## src/rtl/conv_window_sequencer.sv

```systemverilog
// Control sequencer for a KxK convolution window sliding down an NxN image held in ROM.
// Optional abort input is compiled in when CONV_SEQ_ABORT_EN is defined.
module conv_window_sequencer #(
   parameter int KERNEL_SIZE = 3,
   parameter int IMAGE_SIZE  = 8,
   parameter int ADDR_WIDTH  = 6
) (
   input  logic                          clk,
   input  logic                          rst_n,
   input  logic                          enable,
   input  logic                          start,
   input  logic [ADDR_WIDTH-1:0]         base_addr,
`ifdef CONV_SEQ_ABORT_EN
   input  logic                          abort,
`endif
   output logic                          rom_rd_en,
   output logic [ADDR_WIDTH-1:0]         rom_addr,
   output logic [1:0]                    input_interface_cmd,
   output logic [1:0]                    kernel_array_cmd,
   output logic                          output_interface_cmd,
   output logic [$clog2(KERNEL_SIZE)-1:0] shift_idx,
   output logic [$clog2(KERNEL_SIZE)-1:0] row_idx,
   output logic                          busy,
   output logic                          done
);

   localparam int K   = KERNEL_SIZE;
   localparam int N   = IMAGE_SIZE;
   localparam int KW  = $clog2(K);
   localparam int CW  = $clog2(K * N);
   localparam int ORW = $clog2(N - K + 1);

   localparam logic [CW-1:0]  PRE_LAST  = CW'(K * N - 1);
   localparam logic [CW-1:0]  ROW_LAST  = CW'(N - 1);
   localparam logic [KW-1:0]  K_LAST    = KW'(K - 1);
   localparam logic [ORW-1:0] OROW_LAST = ORW'(N - K);

   localparam logic [1:0] II_NOP = 2'd0, II_LOAD = 2'd1;
   localparam logic [1:0] KA_NOP = 2'd0, KA_SHIFT = 2'd1, KA_BIAS = 2'd2, KA_CLEAR = 2'd3;

   typedef enum logic [2:0] {
      S_IDLE, S_PRELOAD, S_SHIFT, S_BIAS, S_LOAD_ROW, S_DONE
   } state_t;

   state_t                state_q, state_d;
   logic [CW-1:0]         cnt_q, cnt_d;
   logic [KW-1:0]         col_q, col_d;
   logic [KW-1:0]         krow_q, krow_d;
   logic [ORW-1:0]        orow_q, orow_d;
   logic [ADDR_WIDTH-1:0] addr_q, addr_d;
   logic                  abort_w;

`ifdef CONV_SEQ_ABORT_EN
   assign abort_w = abort;
`else
   assign abort_w = 1'b0;
`endif

   always_ff @(posedge clk or negedge rst_n) begin
      if (!rst_n) begin
         state_q <= S_IDLE;
         cnt_q   <= '0;
         col_q   <= '0;
         krow_q  <= '0;
         orow_q  <= '0;
         addr_q  <= '0;
      end else begin
         state_q <= state_d;
         cnt_q   <= cnt_d;
         col_q   <= col_d;
         krow_q  <= krow_d;
         orow_q  <= orow_d;
         addr_q  <= addr_d;
      end
   end

   always_comb begin
      state_d              = state_q;
      cnt_d                = cnt_q;
      col_d                = col_q;
      krow_d               = krow_q;
      orow_d               = orow_q;
      addr_d               = addr_q;
      rom_rd_en            = 1'b0;
      input_interface_cmd  = II_NOP;
      kernel_array_cmd     = KA_NOP;
      output_interface_cmd = 1'b0;
      done                 = 1'b0;
      busy                 = (state_q != S_IDLE);
      rom_addr             = addr_q;
      shift_idx            = (state_q == S_SHIFT) ? col_q  : '0;
      row_idx              = (state_q == S_SHIFT) ? krow_q : '0;

      // Abort outranks enable and emits nothing on its way back to idle
      if (abort_w && state_q != S_IDLE) begin
         state_d = S_IDLE;
         cnt_d   = '0;
         col_d   = '0;
         krow_d  = '0;
         orow_d  = '0;
      end else if (enable) begin
         case (state_q)
            S_IDLE: begin
               if (start) begin
                  kernel_array_cmd = KA_CLEAR;
                  state_d          = S_PRELOAD;
                  addr_d           = base_addr;
                  cnt_d            = '0;
                  orow_d           = '0;
               end
            end
            S_PRELOAD: begin
               rom_rd_en           = 1'b1;
               input_interface_cmd = II_LOAD;
               addr_d              = addr_q + ADDR_WIDTH'(1);
               if (cnt_q == PRE_LAST) begin
                  cnt_d   = '0;
                  state_d = S_SHIFT;
               end else begin
                  cnt_d = cnt_q + CW'(1);
               end
            end
            S_SHIFT: begin
               kernel_array_cmd = KA_SHIFT;
               if (col_q == K_LAST) begin
                  col_d = '0;
                  if (krow_q == K_LAST) begin
                     krow_d  = '0;
                     state_d = S_BIAS;
                  end else begin
                     krow_d = krow_q + KW'(1);
                  end
               end else begin
                  col_d = col_q + KW'(1);
               end
            end
            S_BIAS: begin
               kernel_array_cmd     = KA_BIAS;
               output_interface_cmd = 1'b1;
               if (orow_q == OROW_LAST) begin
                  orow_d  = '0;
                  state_d = S_DONE;
               end else begin
                  orow_d  = orow_q + ORW'(1);
                  state_d = S_LOAD_ROW;
               end
            end
            S_LOAD_ROW: begin
               rom_rd_en           = 1'b1;
               input_interface_cmd = II_LOAD;
               addr_d              = addr_q + ADDR_WIDTH'(1);
               if (cnt_q == ROW_LAST) begin
                  cnt_d   = '0;
                  state_d = S_SHIFT;
               end else begin
                  cnt_d = cnt_q + CW'(1);
               end
            end
            S_DONE: begin
               done    = 1'b1;
               state_d = S_IDLE;
            end
            default: state_d = S_IDLE;
         endcase
      end
   end

endmodule

```

## config.mk

```make
export PLATFORM = sky130hd
export DESIGN_NAME = conv_window_sequencer
export DESIGN_NICKNAME = d
export VERILOG_FILES = /design/src/rtl/conv_window_sequencer.sv
export SDC_FILE = /design/constraint.sdc
export NUM_CORES = 1
export LEC_CHECK = 0
export CAP_MARGIN = 10
export CORE_UTILIZATION = 54
export CTS_CLUSTER_SIZE = 8
export DETAILED_ROUTE_END_ITERATION = 10
export GPL_ROUTABILITY_DRIVEN = 0
export PLACE_DENSITY = 0.83
export SYNTH_ARGS = -nofsm -noshare
export SYNTH_HDL_FRONTEND = slang
export SYNTH_SLANG_ARGS = --single-unit
export TNS_END_PERCENT = 5
```

## constraint.sdc

```tcl
create_clock -name clk -period 2.3 [get_ports clk]
set_input_delay 0.46 -clock clk [delete_from_list [all_inputs] [get_ports clk]]
set_output_delay 0.46 -clock clk [all_outputs]
set_load 0.01 [all_outputs]
```

==> metrics.txt <==
Worst Reg-to-Reg Cells=6; Post-Syn Instances=143; placed instance area=0.00169 mm2; WP data required=1.84 ns; CTS Hold Bufs=0; num rows=17; startpoint types=flop; Final Cycle Share=97.1%; Seq cells post-synth=21; core area=0.00225 mm2; Initial Util=58.8%; initial antenna violation count=0; RSZ-0062 raised after global routing=no; Max Cap Viol=0; fin util=76.1%; antenna cells=0; first-pass GRT wire length=5310 um; Layout area overhead=29.4%; Cell Area, Synth=0.00133 mm2; Period minus WS final=2.23 ns; routed via count=1,247; net count after synthesis=155; asr flop ratio synth=100%; synth warn=0; Seq/Total Area, Yosys=39.6%; crit end category=output port; WL/cell=15.2 um; vias in the first global route=1,263; largest net degree at the start of global routing=22; Hold Path Class=in -> async; Crit Path Class=reg -> out; DRC=0; # H-tree levels=1; Reg2Reg Launch Point=state_q[1]; final instance area=0.00172 mm2; Worst-Skew Late Latency=0.31 ns; share of layout cells above drive strength 1=19.3%; first-iteration detailed-routing DRC count=19; status=complete, no violations; EDFF count, synth=0; clk root buf=clkbuf_4; Clk pin slew, worst setup/hold paths=0.12 ns; clock sink total=21; number of CTS-inserted buffers=3; Worst setup startpoint=state_q[2]; grt ovf=0; Worst Path Max Fanout=12; routed wire length=3170 um; DP Wirelength=2320 um; Critical Path Sink=input_interface_cmd[0]; worst vdd ir=0.000637 V; PD cells=702 mW/mm2; Port Buffer Count=26; final setup fails=0; Worst EP arrival=1.77 ns; leakage=0.832 nW; synth unique cells=46; Clock Skew=0.00318 ns; dominant cell type by area after synthesis=dfrtp_1; Final ANT Viol Nets=0; TritonCTS clock tree=built; gr usage total=26.9%; prevailing post-synth register cell=dfrtp_1; max-slew violation count=0; die width=51.6 um; Synth area leaders=dfrtp_1 40%, nand2_1 4.0%, mux2i_1 3.8%; end of the worst register-to-register path=cnt_q[3]; Bufs on Longest Clock Path=2; die extent in y=51.6 um; fin nets=194; drt via density=5.97; die area=0.00266 mm2; setup slack, reg-to-reg=0.54 ns; DR pass1 iterations=5; # IOs=28; endpoints failing hold=0; syn avg cell area=9.27 um2; Max Fclk=0.448 GHz; Yosys top cell area share=39.6%
-- synthesized netlist by cell type (2+ instances only) --
| master | number |
|---|---|
| buf_4 | 4 |
| nand2_1 | 14 |
| nand4bb_1 | 2 |
| a21o_1 | 2 |
| nor2b_1 | 3 |
| a31oi_1 | 4 |
| o22ai_1 | 2 |
| a21oi_1 | 6 |
| dfrtp_1 | 21 |
| nor2_1 | 13 |
| and3_1 | 5 |
| mux2_2 | 3 |
| ha_1 | 2 |
| clkbuf_1 | 2 |
| mux2i_1 | 5 |
| nand2b_1 | 3 |
| nand4b_1 | 2 |
| a22o_1 | 3 |
| nand3_1 | 6 |
| o21ai_0 | 7 |
| nor3_1 | 3 |
| inv_1 | 6 |
| o2bb2ai_1 | 2 |
-- per-stage QoR --
| step | cells | TNS (ns) | setup slack, ns | total power [mW] | hold slack, ns |
|---|---|---|---|---|---|
| 2_1_floorplan | 143 | 0 | 0.516 | 0.828 | 0.164 |
| 4_1_cts | 209 | 0 | 0.0360 | 1.21 | 0.494 |
| 5_1_grt | 209 | 0 | 0.00699 | 1.30 | 0.492 |
| 6_report | 209 | 0 | 0.0676 | 1.21 | 0.486 |
| 3_5_place_dp | 205 | -0.672 | -0.239 | 1.03 | 0.519 |
| 3_3_place_gp | 205 | -0.512 | -0.167 | 1.00 | 0.504 |
-- critical path, stage by stage (launching register included) --
cell and delay (ns):
dfrtp_2 0.52, or3_1 0.42, nand3_1 0.17, nor2_2 0.06
dlygate4sd2_1 0.28
-- layout by cell type (no fill, tap or decap), types with 6 or more instances in the layout --
master / instances
dlygate4sd2_1: 9
buf_4: 16
nand2_1: 14
a21oi_1: 6
nand3_1: 6
o21ai_0: 7
inv_1: 6
nor2_1: 11
dfrtp_1: 19
clkdlybuf4s50_1: 16
-- cells by family (layout without fill, tap and decap cells) --
logic type	count (synthesis)	after routing	synth area share [%]
flip-flops	21	21	39.6
buffers and inverters	14	52	5.75
AND/OR/NAND/NOR	60	60	25.6
multiplexers	9	9	7.45
adder cells (fa/ha/maj)	2	2	1.89
AO/OA/AOI/OAI	36	36	19.4
other	1	1	0.283
-- final cells by class --
class	instances	area, um2
Fill cell	169	538
Timing Repair Buffer	42	369
Tap cell	28	35.0
Inverter	6	22.5
Clock buffer	3	22.5
Multi-Input combinational cell	108	734
Clock inverter	1	5.00
Sequential cell	21	528
-- registers in the layout, indices dropped and copies added (netlist names) --
signal / flops
cnt_q: 5
col_q: 2
krow_q: 2
orow_q: 3
rom_addr: 6
state_q: 3
-- per-layer routing --
layer | vias to the layer above | part of all wire [%] | global-route usage (%)
li1 | 595 | - | -
met1 | 614 | 43 | 31.0
met2 | 32 | 52 | 48.9
met3 | 6 | 3.8 | 4.68
met4 | 0 | 1.2 | 10.8
met5 | - | 0 | 0
-- how the worst min path moves through the flow --
| stage | start | end | slack [ns] | cells after the start |
|---|---|---|---|---|
| finish | rst_n | rom_addr[3] | 0.49 | 2 |
| global route | rst_n | rom_addr[3] | 0.49 | 2 |
| CTS | rst_n | rom_addr[3] | 0.49 | 2 |
| detailed placement | rom_addr[5] | rom_addr[5] | 0.52 | 1 |
| global placement | rom_addr[5] | rom_addr[5] | 0.50 | 1 |
| floorplan | rst_n | cnt_q[0] | 0.16 | 0 |
-- where the power goes --
part / total, mW / internal, mW / switching (mW)
sequential: 0.582 / 0.465 / 0.118
combinational: 0.440 / 0.251 / 0.189
clock: 0.184 / 0.0649 / 0.119
total: 1.21 / 0.781 / 0.425
-- timing repair --
action | CTS | global route
resized for setup | 15 | 1
buffers inserted | 0 | 0
endpoints found under the setup margin | 11 | 1
pin swaps | 0 | 0
Note: power is estimated with default switching activity, not from simulation.
